--- config.mk ---
export PLATFORM = sky130hd
export DESIGN_NAME = reg_wb_arbiter_flat
export DESIGN_NICKNAME = d
export VERILOG_FILES = /design/src/rtl/reg_wb_arbiter_pkg.sv /design/src/rtl/reg_wb_arbiter_if.sv /design/src/rtl/reg_clear_seq.sv /design/src/rtl/reg_wb_arbiter.sv /design/src/flat_wrapper.sv
export SDC_FILE = /design/constraint.sdc
export NUM_CORES = 1
export LEC_CHECK = 0
export CAP_MARGIN = 25
export CORE_MARGIN = 2
export CORE_UTILIZATION = 49
export CTS_BUF_LIST = sky130_fd_sc_hd__clkbuf_2 sky130_fd_sc_hd__clkbuf_4 sky130_fd_sc_hd__clkbuf_8
export CTS_CLUSTER_DIAMETER = 30
export DETAILED_ROUTE_END_ITERATION = 16
export GPL_TIMING_DRIVEN = 0
export PLACE_DENSITY = 0.95
export SYNTH_ARGS = -nofsm -noshare
export SYNTH_HDL_FRONTEND = slang
export SYNTH_HIERARCHICAL = 1
export SYNTH_SLANG_ARGS = --single-unit
--- constraint.sdc ---
create_clock -name clk -period 4 [get_ports clk]
set_input_delay 0.6 -clock clk [delete_from_list [all_inputs] [get_ports clk]]
set_output_delay 0.6 -clock clk [all_outputs]
set_load 0.02 [all_outputs]
--- src/rtl/reg_wb_arbiter_pkg.sv ---
`default_nettype none
//==============================================================================
// Module      : reg_wb_arbiter_pkg
// Description : Shared sizes and arbiter state encoding for the register-file
//               write-port arbiter.
// Revision    : 1.0 - initial release
//==============================================================================
package reg_wb_arbiter_pkg;

   // Aliases of the core-wide register-file sizing
   localparam int unsigned C_WORD_LEN       = 32;
   localparam int unsigned C_ADDR_LEN       = 5;
   localparam int unsigned C_REG_FILE_SIZE  = 32;
   localparam int unsigned C_STARVE_LIMIT   = 4;

   // Arbiter state encoding
   localparam logic [1:0] C_ST_CLEAR = 2'd0;
   localparam logic [1:0] C_ST_RUN   = 2'd1;
   localparam logic [1:0] C_ST_FORCE = 2'd2;

   typedef enum logic [1:0] {
      ST_CLEAR = C_ST_CLEAR,
      ST_RUN   = C_ST_RUN,
      ST_FORCE = C_ST_FORCE
   } arb_state_t;

endpackage
`default_nettype wire

--- src/rtl/reg_wb_arbiter_if.sv ---
`default_nettype none
//==============================================================================
// Module      : reg_wb_arbiter_if
// Description : Write-back, custom-unit and register-file port bundle of the
//               write-port arbiter.
// Revision    : 1.0 - initial release
//==============================================================================
interface reg_wb_arbiter_if
   import reg_wb_arbiter_pkg::*;
#(
   parameter int WORD_LEN = C_WORD_LEN,
   parameter int ADDR_LEN = C_ADDR_LEN
);

   logic                wbEn;
   logic [ADDR_LEN-1:0] wbDest;
   logic [WORD_LEN-1:0] wbVal;
   logic                cuValid;
   logic [ADDR_LEN-1:0] cuDest;
   logic [WORD_LEN-1:0] cuVal;
   logic                cuReady;
   logic                stall;
   logic                busy;
   logic                regWriteEn;
   logic [ADDR_LEN-1:0] regDest;
   logic [WORD_LEN-1:0] regWriteVal;

   // Arbiter side: receives requests, drives the register file
   modport slave (
      input  wbEn, wbDest, wbVal, cuValid, cuDest, cuVal,
      output cuReady, stall, busy, regWriteEn, regDest, regWriteVal
   );

   // Requester / observer side
   modport master (
      output wbEn, wbDest, wbVal, cuValid, cuDest, cuVal,
      input  cuReady, stall, busy, regWriteEn, regDest, regWriteVal
   );

endinterface
`default_nettype wire

--- src/rtl/reg_clear_seq.sv ---
`default_nettype none
//==============================================================================
// Module      : reg_clear_seq
// Description : Post-reset register clear address generator. Walks the
//               register index from 1 up to REG_FILE_SIZE-1; register 0 is
//               hard-wired and never addressed.
// Revision    : 1.0 - initial release
//==============================================================================
module reg_clear_seq
   import reg_wb_arbiter_pkg::*;
#(
   parameter int ADDR_LEN      = C_ADDR_LEN,
   parameter int REG_FILE_SIZE = C_REG_FILE_SIZE
) (
   input  wire logic                clk,
   input  wire logic                rst,
   input  wire logic                en,
   output      logic                wrEn,
   output      logic [ADDR_LEN-1:0] addr,
   output      logic                done
);

   localparam logic [ADDR_LEN-1:0] C_LAST_IDX = ADDR_LEN'(REG_FILE_SIZE - 1);

   logic [ADDR_LEN-1:0] r_clearIdx;

   // Advance the clear index once per enabled cycle, parking on the last one
   always_ff @(posedge clk or posedge rst) begin
      if (rst) begin
         r_clearIdx <= ADDR_LEN'(1);
      end else if (en && !done) begin
         r_clearIdx <= r_clearIdx + ADDR_LEN'(1);
      end
   end

   assign addr = r_clearIdx;
   assign done = (r_clearIdx == C_LAST_IDX);
   // Index 0 is never a legal write target, even if the counter were to wrap
   assign wrEn = en && (r_clearIdx != '0);

endmodule
`default_nettype wire

--- src/rtl/reg_wb_arbiter.sv ---
`default_nettype none
//==============================================================================
// Module      : reg_wb_arbiter
// Description : Owns the single register-file write port. Clears the file
//               after reset, then arbitrates between the write-back stage
//               (fixed priority) and the custom-instruction unit (valid/ready)
//               with a starvation-driven one-cycle forced grant.
// Revision    : 1.0 - initial release
//==============================================================================
module reg_wb_arbiter
   import reg_wb_arbiter_pkg::*;
#(
   parameter int WORD_LEN      = C_WORD_LEN,
   parameter int ADDR_LEN      = C_ADDR_LEN,
   parameter int REG_FILE_SIZE = C_REG_FILE_SIZE,
   parameter int STARVE_LIMIT  = C_STARVE_LIMIT
) (
   input  wire logic          clk,
   input  wire logic          rst,
   reg_wb_arbiter_if.slave    bus
);

   localparam int CNT_W = $clog2(STARVE_LIMIT + 1);
   localparam logic [CNT_W-1:0] C_STARVE_MAX = CNT_W'(STARVE_LIMIT);

   arb_state_t          r_state;
   arb_state_t          w_stateNext;
   logic [CNT_W-1:0]    r_starveCnt;
   logic [CNT_W-1:0]    w_starveNext;
   logic [CNT_W-1:0]    w_starveInc;

   logic                w_wrEn;
   logic [ADDR_LEN-1:0] w_wrDest;
   logic [WORD_LEN-1:0] w_wrVal;
   logic                w_cuReady;

   logic                r_regWriteEn;
   logic [ADDR_LEN-1:0] r_regDest;
   logic [WORD_LEN-1:0] r_regWriteVal;

   logic                w_clearEn;
   logic                w_clearWrEn;
   logic [ADDR_LEN-1:0] w_clearAddr;
   logic                w_clearDone;

   logic                w_wbGrant;
   logic                w_cuWritable;

   assign w_clearEn    = (r_state == ST_CLEAR);
   // A write-back to register 0 is not a request at all; it is dropped
   assign w_wbGrant    = bus.wbEn && (bus.wbDest != '0);
   assign w_cuWritable = bus.cuValid && (bus.cuDest != '0);
   assign w_starveInc  = r_starveCnt + CNT_W'(1);

   reg_clear_seq #(
      .ADDR_LEN      (ADDR_LEN),
      .REG_FILE_SIZE (REG_FILE_SIZE)
   ) u_clear_seq (
      .clk  (clk),
      .rst  (rst),
      .en   (w_clearEn),
      .wrEn (w_clearWrEn),
      .addr (w_clearAddr),
      .done (w_clearDone)
   );

   // Next state, starvation count, custom-unit handshake and write selection
   always_comb begin
      w_stateNext  = r_state;
      w_starveNext = r_starveCnt;
      w_cuReady    = 1'b0;
      w_wrEn       = 1'b0;
      w_wrDest     = r_regDest;
      w_wrVal      = r_regWriteVal;

      case (r_state)
         ST_CLEAR: begin
            w_wrEn   = w_clearWrEn;
            w_wrDest = w_clearAddr;
            w_wrVal  = '0;
            if (w_clearDone) begin
               w_stateNext = ST_RUN;
            end
         end

         ST_RUN: begin
            if (w_wbGrant) begin
               w_wrEn   = 1'b1;
               w_wrDest = bus.wbDest;
               w_wrVal  = bus.wbVal;
               if (bus.cuValid) begin
                  w_starveNext = w_starveInc;
                  if (w_starveInc == C_STARVE_MAX) begin
                     w_stateNext = ST_FORCE;
                  end
               end else begin
                  w_starveNext = '0;
               end
            end else begin
               // Port is free: accept any custom result, write only real dests
               w_cuReady    = bus.cuValid;
               w_starveNext = '0;
               if (w_cuWritable) begin
                  w_wrEn   = 1'b1;
                  w_wrDest = bus.cuDest;
                  w_wrVal  = bus.cuVal;
               end
            end
         end

         ST_FORCE: begin
            // Pipeline is frozen, so write-back will be re-presented next cycle
            w_cuReady    = bus.cuValid;
            w_starveNext = '0;
            w_stateNext  = ST_RUN;
            if (w_cuWritable) begin
               w_wrEn   = 1'b1;
               w_wrDest = bus.cuDest;
               w_wrVal  = bus.cuVal;
            end
         end

         default: begin
            w_stateNext  = ST_CLEAR;
            w_starveNext = '0;
         end
      endcase
   end

   // State and starvation counter register
   always_ff @(posedge clk or posedge rst) begin
      if (rst) begin
         r_state     <= ST_CLEAR;
         r_starveCnt <= '0;
      end else begin
         r_state     <= w_stateNext;
         r_starveCnt <= w_starveNext;
      end
   end

   // Registered register-file write port; address/data hold when idle
   always_ff @(posedge clk or posedge rst) begin
      if (rst) begin
         r_regWriteEn  <= 1'b0;
         r_regDest     <= '0;
         r_regWriteVal <= '0;
      end else begin
         r_regWriteEn <= w_wrEn;
         if (w_wrEn) begin
            r_regDest     <= w_wrDest;
            r_regWriteVal <= w_wrVal;
         end
      end
   end

   assign bus.cuReady     = w_cuReady;
   assign bus.stall       = (r_state != ST_RUN);
   assign bus.busy        = (r_state == ST_CLEAR);
   assign bus.regWriteEn  = r_regWriteEn;
   assign bus.regDest     = r_regDest;
   assign bus.regWriteVal = r_regWriteVal;

endmodule
`default_nettype wire

--- src/flat_wrapper.sv ---
// flat-port wrapper written by rule: the top's interface ports become plain ports
module reg_wb_arbiter_flat import reg_wb_arbiter_pkg::*;
#(
   parameter int WORD_LEN      = C_WORD_LEN,
   parameter int ADDR_LEN      = C_ADDR_LEN,
   parameter int REG_FILE_SIZE = C_REG_FILE_SIZE,
   parameter int STARVE_LIMIT  = C_STARVE_LIMIT
)
  (clk, rst, bus_wbEn, bus_wbDest, bus_wbVal, bus_cuValid, bus_cuDest, bus_cuVal, bus_cuReady, bus_stall, bus_busy, bus_regWriteEn, bus_regDest, bus_regWriteVal);
  reg_wb_arbiter_if #(.WORD_LEN(WORD_LEN), .ADDR_LEN(ADDR_LEN)) bus_i ();
  input  wire logic clk;
  input  wire logic rst;
  input wire logic [$bits(bus_i.wbEn)-1:0] bus_wbEn;
  input wire logic [$bits(bus_i.wbDest)-1:0] bus_wbDest;
  input wire logic [$bits(bus_i.wbVal)-1:0] bus_wbVal;
  input wire logic [$bits(bus_i.cuValid)-1:0] bus_cuValid;
  input wire logic [$bits(bus_i.cuDest)-1:0] bus_cuDest;
  input wire logic [$bits(bus_i.cuVal)-1:0] bus_cuVal;
  output wire logic [$bits(bus_i.cuReady)-1:0] bus_cuReady;
  output wire logic [$bits(bus_i.stall)-1:0] bus_stall;
  output wire logic [$bits(bus_i.busy)-1:0] bus_busy;
  output wire logic [$bits(bus_i.regWriteEn)-1:0] bus_regWriteEn;
  output wire logic [$bits(bus_i.regDest)-1:0] bus_regDest;
  output wire logic [$bits(bus_i.regWriteVal)-1:0] bus_regWriteVal;
  assign bus_i.wbEn = bus_wbEn;
  assign bus_i.wbDest = bus_wbDest;
  assign bus_i.wbVal = bus_wbVal;
  assign bus_i.cuValid = bus_cuValid;
  assign bus_i.cuDest = bus_cuDest;
  assign bus_i.cuVal = bus_cuVal;
  assign bus_cuReady = bus_i.cuReady;
  assign bus_stall = bus_i.stall;
  assign bus_busy = bus_i.busy;
  assign bus_regWriteEn = bus_i.regWriteEn;
  assign bus_regDest = bus_i.regDest;
  assign bus_regWriteVal = bus_i.regWriteVal;
  reg_wb_arbiter #(.WORD_LEN(WORD_LEN), .ADDR_LEN(ADDR_LEN), .REG_FILE_SIZE(REG_FILE_SIZE), .STARVE_LIMIT(STARVE_LIMIT)) u_core (.clk(clk), .rst(rst), .bus(bus_i));
endmodule
==> summary.log, run 1 <==
qor: timing.final_worst_path_cycle_share 90.9%
qor: cts.path_clk_slew 90 ps
qor: detailed_routing.route.detailed.vias_per_inst 5.44
qor: logic_synthesis.netlist-cell-type-count 42
qor: logic_synthesis.synth_fp_nets 355
qor: finish.seqCellArea 0.00120 sq mm
qor: finish.multi_input_area 0.00169 sq mm
qor: placement.portBuffers 117
qor: setup_path.required 3400 ps
qor: logic_synthesis.synthXorXnorAreaFrac 1.36%
qor: detailed_routing.highest_layer met4
qor: detailed_routing.initialDrtViolationCount 100
qor: finish.filler_cell_count 449
qor: timing.fin_hold_ws 540 ps
qor: finish.nets 480
qor: floorplan.dieArea 0.00702 sq mm
qor: cts.clk_sink_count 48
qor: detailed_routing.postRouteAntennaNets 0
qor: timing.grt_setup_unrepaired false
qor: logic_synthesis.synth_top_family_by_area multiplexers
qor: floorplan.chipHeight 83.8 microns
qor: global_routing.wire_length_of_the_first_global_routing_pass 13.3 mm
qor: logic_synthesis.share_of_the_yosys_chip_area_belonging_to_registers 38.5%
qor: logic_synthesis.synth_async_sr_flop_share 100%
qor: detailed_routing.met2WireLength 4.10 mm
qor: timing.tightest_slew 370 ps
qor: timing.final_critical_path_required_period 3640 ps
qor: timing.max-slew-margin-rel 75.1%
qor: setup_path.timing.reg2reg.setup_slack 1710 ps
qor: global_routing.grt_max_degree 30
qor: setup_path.critPathCaptureType output port
qor: global_routing.grt_use_total 23.3%
qor: power.worst_ir_drop_vdd 0.412 mV
qor: logic_synthesis.synth_compound_gate_area_share 14.3%
qor: logic_synthesis.yosys.area_share.simple 7.54%
qor: floorplan.chipWidth 83.8 microns
qor: setup_path.critical_path.startpoint_type primary input
qor: power.power.leakage 2.04 nW
qor: cts.post_cts_buffers 0
qor: cts.quantity_of_hold_fixing_buffers_added_after_cts 0
qor: logic_synthesis.synth_common_cells sky130_fd_sc_hd__dfrtp_1, sky130_fd_sc_hd__mux2i_1, sky130_fd_sc_hd__o2bb2ai_1
qor: placement.preCtsSetupSlack 363 ps
qor: placement.detailed_placement_wirelength_estimate 6.06 mm
qor: finish.flow.area_growth_from_synthesis 44.4%
qor: timing.hold_viol 0
qor: finish.final_core_utilization 72.2%
qor: finish.num_antenna_cells 0
qor: logic_synthesis.synth_enable_flop_cells 0
qor: logic_synthesis.post_synth_inst_count 268
qor: detailed_routing.final_wl 7.90 mm
qor: min_path.worst_hold_path_type reg -> reg
qor: setup_path.crit_fanout 10
qor: timing.post-route-worst-setup-slack 362 ps
qor: floorplan.initial_utilization 50.0%
qor: timing.fin_skew 6.23 ps
qor: logic_synthesis.synth_mux_area_share 27.4%
qor: setup_path.cp_data_arrival_time 3040 ps
qor: timing.max_freq 275 MHz
qor: placement.place.gp.congestion 0.849
qor: detailed_routing.drt-wirelength-per-cell 16.8 microns
qor: logic_synthesis.synth_area_per_inst 11.6 sq um
qor: cts.clockBufferDepth 2
qor: timing.maxSlewViolCount 0
qor: global_routing.initial_antenna_violation_count 0
qor: logic_synthesis.synth.ff_latch_count 48
qor: detailed_routing.dr.pass1.iters 4
qor: detailed_routing.post-route-drc-count 0
qor: floorplan.fp.coreArea 0.00624 sq mm
qor: power.power_density 579 mW/mm^2
qor: floorplan.top_level_port_count 119
qor: flow_run.cap_viol_max_count 0
qor: global_routing.via_count_of_the_first_global_routing_pass 2711
qor: global_routing.global_route.overflow_total 0
qor: logic_synthesis.yosys.area.top_type_share 37.7%
qor: logic_synthesis.synth_top_cell_by_area sky130_fd_sc_hd__dfrtp_1
qor: logic_synthesis.synth_adder_area_share 3.61%
qor: logic_synthesis.synth-main-ff-cell sky130_fd_sc_hd__dfrtp_1
qor: cts.worst_skew_pair.late_latency 290 ps
qor: logic_synthesis.yosys.cell_count.top_type sky130_fd_sc_hd__dfrtp_1
qor: run_status.status completed
qor: detailed_routing.wirelength_met1 3.28 mm
qor: logic_synthesis.synth.cell_area 0.00312 sq mm
qor: cts.tritoncts_clock_tree done
qor: cts.cts-resized-gates 0
qor: finish.drive_gt1_share 17.8%
qor: floorplan.core.rowCount 29
qor: setup_path.path_class in -> out
qor: cts.cts_inserted_buffers 5
qor: logic_synthesis.synth.area.top_cells sky130_fd_sc_hd__dfrtp_1, sky130_fd_sc_hd__mux2i_1, sky130_fd_sc_hd__o2bb2ai_1
qor: cts.cts_max_level 2
qor: detailed_routing.num_vias 2560
qor: timing.fin_setup_tns 0 ps
qor: timing.final_setup_violating_endpoints 0
qor: cts.cts_root_buffer sky130_fd_sc_hd__clkbuf_8
qor: logic_synthesis.yosys_warnings 6
qor: detailed_routing.met3_wirelength 399 microns
## layer usage
| layer | vias to the layer above | track usage, % |
|---|---|---|
| met5 | - | 0 |
| met4 | 0 | 5.57 |
| met3 | 12 | 3.96 |
| met2 | 93 | 40.8 |
| met1 | 1219 | 30.1 |
| li1 | 1236 | - |
## cells in the final DEF (no fill, tap or decap), types with 2 or more instances in the layout
master	synthesis	layout
sky130_fd_sc_hd__clkdlybuf4s50_1	0	117
sky130_fd_sc_hd__mux2_4	15	15
sky130_fd_sc_hd__clkbuf_8	0	6
sky130_fd_sc_hd__o21ai_0	4	4
sky130_fd_sc_hd__mux2i_1	36	36
sky130_fd_sc_hd__buf_2	7	7
sky130_fd_sc_hd__inv_1	16	15
sky130_fd_sc_hd__o22ai_1	3	3
sky130_fd_sc_hd__buf_6	6	6
sky130_fd_sc_hd__a21oi_1	4	4
sky130_fd_sc_hd__and3_1	6	6
sky130_fd_sc_hd__o21bai_1	3	3
sky130_fd_sc_hd__nor2_1	7	7
sky130_fd_sc_hd__xnor2_1	2	2
sky130_fd_sc_hd__clkbuf_1	4	4
sky130_fd_sc_hd__nand3_1	7	7
sky130_fd_sc_hd__ha_1	9	9
sky130_fd_sc_hd__dfrtp_1	47	47
sky130_fd_sc_hd__nand2_1	11	11
sky130_fd_sc_hd__buf_12	2	3
sky130_fd_sc_hd__mux2_2	21	21
sky130_fd_sc_hd__a31oi_1	3	3
sky130_fd_sc_hd__o2bb2ai_1	32	32
sky130_fd_sc_hd__mux2_1	3	3
## cell type report
| type | instances | area share [%] |
|---|---|---|
| buffer | 20 | 3.67 |
| clock buffer | 7 | 2.00 |
| clock inverter | 1 | 0.167 |
| inverter | 16 | 1.33 |
| multi-input combinational | 184 | 37.6 |
| sequential | 48 | 26.7 |
| tap | 77 | 2.14 |
| timing repair buffer | 118 | 26.4 |
## power by group
part	internal, mW	switching (mW)	leakage, nW	total (mW)
combinational	0.806	0.763	1.36	1.57
sequential	0.615	0.115	0.637	0.730
clock	0.148	0.162	0.0479	0.310
## sequential cells by signal (all words and copies together), names as in the netlist
register / count
u_core/bus.regWriteVal: 32
u_core/bus.regDest: 5
u_core/u_clear_seq/addr: 5
u_core/r_starveCnt: 3
u_core/r_state: 2
u_core/bus.regWriteEn: 1
## stage by stage
step	power [mW]	cells	instance area, sq um
finish	2.61	471	4500
global placement	2.24	462	4390
floorplan	1.81	268	3120
global route	2.78	471	4500
CTS	2.62	471	4500
detailed placement	2.30	463	4410
## cell families (layout without fill, tap and decap cells)
kind of cell	count (synthesis)	after routing
buf+inv	36	162
fa+ha+maj	9	9
compound gates	56	56
simple gates	40	40
mux	75	75
flops	48	48
xor+xnor	4	4
## worst paths after layout
check | from | to | cells after the start
min in group asynchronous | rst | u_core/u_clear_seq/addr[2] | 2
setup reg to reg | u_core/r_state[1] | u_core/bus.regWriteVal[27] | 9
max in group asynchronous | rst | u_core/r_state[1] | 3
hold / removal | u_core/bus.regWriteVal[13] | u_core/bus.regWriteVal[13] | 1
setup / recovery | bus_wbDest[0] | bus_cuReady | 8
hold reg to reg | u_core/bus.regWriteVal[13] | u_core/bus.regWriteVal[13] | 1
## critical path, stage by stage
cell and delay (ps):
sky130_fd_sc_hd__clkdlybuf4s50_1 420, sky130_fd_sc_hd__or3_1 430, sky130_fd_sc_hd__o221a_2 320, sky130_fd_sc_hd__nand2b_1 150
sky130_fd_sc_hd__clkbuf_1 170, sky130_fd_sc_hd__buf_2 230, sky130_fd_sc_hd__nor2_1 110, sky130_fd_sc_hd__clkdlybuf4s50_1 620
Power figures use the tool's default switching activity.
==> run 2, diff against run 1 <==
- CORE_ASPECT_RATIO: not set -> 0.9
- MAX_ROUTING_LAYER: not set -> met4
- TNS_END_PERCENT: not set -> 1
==> summary.log, run 2 (synthesis results as in run 1) <==
qor: power.worst_ir_drop_vdd 0.319 mV
qor: detailed_routing.num_vias 2597
qor: timing.max-slew-margin-rel 74.4%
qor: placement.portBuffers 117
qor: cts.cts-resized-gates 0
qor: placement.place.gp.congestion 0.925
qor: setup_path.required 3400 ps
qor: floorplan.chipHeight 79.7 microns
qor: timing.final_critical_path_required_period 3690 ps
qor: detailed_routing.route.detailed.vias_per_inst 5.40
qor: cts.post_cts_buffers 0
qor: setup_path.crit_path_frequent_cell sky130_fd_sc_hd__clkdlybuf4s50_1
qor: setup_path.cp_data_arrival_time 3090 ps
qor: global_routing.grt_max_degree 32
qor: detailed_routing.initialDrtViolationCount 133
qor: timing.tightest_slew 384 ps
qor: finish.flow.area_growth_from_synthesis 44.8%
qor: floorplan.fp.coreArea 0.00615 sq mm
qor: cts.path_clk_slew 90 ps
qor: detailed_routing.dr.pass1.iters 4
qor: detailed_routing.post-route-drc-count 0
qor: timing.hold_viol 0
qor: global_routing.via_count_of_the_first_global_routing_pass 2701
qor: power.power_density 573 mW/mm^2
qor: setup_path.cp_slowest_cell sky130_fd_sc_hd__clkdlybuf4s50_1
qor: timing.fin_setup_tns 0 ps
qor: detailed_routing.final_wl 7.79 mm
qor: timing.final_worst_path_cycle_share 92.3%
qor: floorplan.core.rowCount 27
qor: setup_path.path_class in -> out
qor: setup_path.critical_path.startpoint_type primary input
qor: finish.nets 480
qor: power.power.leakage 2.04 nW
qor: cts.cts_root_buffer sky130_fd_sc_hd__clkbuf_8
qor: setup_path.setup.worst_path.start bus_wbDest[0]
qor: timing.final_setup_violating_endpoints 0
qor: cts.cts_max_level 2
qor: finish.layout.cells.most_common sky130_fd_sc_hd__clkdlybuf4s50_1
qor: floorplan.initial_utilization 50.7%
qor: cts.tritoncts_clock_tree done
qor: floorplan.top_level_port_count 119
qor: global_routing.global_route.overflow_total 0
qor: cts.quantity_of_hold_fixing_buffers_added_after_cts 0
qor: global_routing.wire_length_of_the_first_global_routing_pass 12.5 mm
qor: setup_path.crit_fanout 10
qor: timing.maxSlewViolCount 0
qor: setup_path.critical_path.max_stage_delay 610 ps
qor: finish.num_antenna_cells 0
qor: flow_run.cap_viol_max_count 0
qor: cts.clockBufferDepth 2
qor: global_routing.initial_antenna_violation_count 0
qor: timing.fin_skew 6.64 ps
qor: power.finalPower 2.59 mW
qor: timing.grt_setup_unrepaired false
qor: detailed_routing.postRouteAntennaNets 0
qor: run_status.status completed
qor: finish.drive_gt1_share 17.8%
qor: cts.worst_skew_pair.late_latency 300 ps
qor: setup_path.critPathCaptureType output port
qor: finish.final_cell_mix sky130_fd_sc_hd__clkdlybuf4s50_1, sky130_fd_sc_hd__dfrtp_1, sky130_fd_sc_hd__mux2i_1, sky130_fd_sc_hd__o2bb2ai_1, sky130_fd_sc_hd__mux2_2
qor: cts.clk_sink_count 48
qor: floorplan.chipWidth 88.1 microns
qor: setup_path.critical_path.cell_chain clkdlybuf4s50_1 -> or3_1 -> o221a_2 -> nand2b_1 -> clkbuf_1 -> buf_2 -> nor2_1 -> clkdlybuf4s50_1
qor: min_path.worst_hold_path_type in -> async
qor: finish.largest_register_ffs 32
qor: placement.detailed_placement_wirelength_estimate 6.01 mm
qor: cts.cts_inserted_buffers 5
qor: global_routing.grt_use_total 23.0%
qor: setup_path.rr_startpoint u_core/r_state[1]
qor: detailed_routing.drt-wirelength-per-cell 16.2 microns
qor: floorplan.dieArea 0.00702 sq mm
qor: timing.max_freq 271 MHz
==> run 2: cell count changes in the layout (fill, tap and decap cells not counted), sizes merged <==
cell,change
clkbuf,-1
clkinvlp,+1
==> run 2: critical path: cells and delay by family <==
family / cells / cell delay [ps]
buffers and inverters: 4 / 1440
and+or+nand+nor: 3 / 720
AOI/OAI and AO/OA: 1 / 330
==> run 2: worst paths after layout <==
path	to	slack (ps)	depth (start not counted)
setup / recovery	bus_cuReady	310	8
hold / removal	u_core/u_clear_seq/addr[1]	540	2
setup reg to reg	u_core/bus.regWriteVal[30]	1650	9
hold reg to reg	u_core/bus.regWriteVal[12]	540	1
max in group asynchronous	u_core/bus.regWriteVal[18]	2930	3
min in group clk	u_core/bus.regWriteVal[12]	540	1
==> run 2: final cells by class <==
cell class                      count  area [sq um]
Clock buffer                        6          82.6
Fill cell                         481          1630
Tap cell                           87           109
Clock inverter                      2          15.0
Inverter                           16          60.1
Buffer                             20           165
Timing Repair Buffer              118          1190
Multi-Input combinational cell    184          1690
Sequential cell                    48          1200
==> run 2: power by group <==
| part | switching, mW | internal (mW) | leakage, nW |
|---|---|---|---|
| logic | 0.748 | 0.805 | 1.36 |
| clock network | 0.164 | 0.140 | 0.0434 |
| registers | 0.118 | 0.615 | 0.637 |
| total | 1.03 | 1.56 | 2.04 |
==> run 2: per-layer routing <==
layer | track usage (%) | share of wire, %
met1 | 27.8 | 42
met4 | 4.09 | 1.1
met3 | 4.65 | 6.4
met2 | 40.3 | 50
met5 | - | 0
==> run 2: stage by stage <==
stage                     util [%]  instances  hold slack [ps]  setup WS, ps  instance area, sq um
after floorplan                  -        268              378          1420                  3120
after global placement        71.6        472              504           363                  4400
after detailed placement      71.9        473              520           316                  4420
after CTS                     73.5        481              540           296                  4520
after global routing          73.5        481              551           228                  4520
final                         73.5        481              536           309                  4520
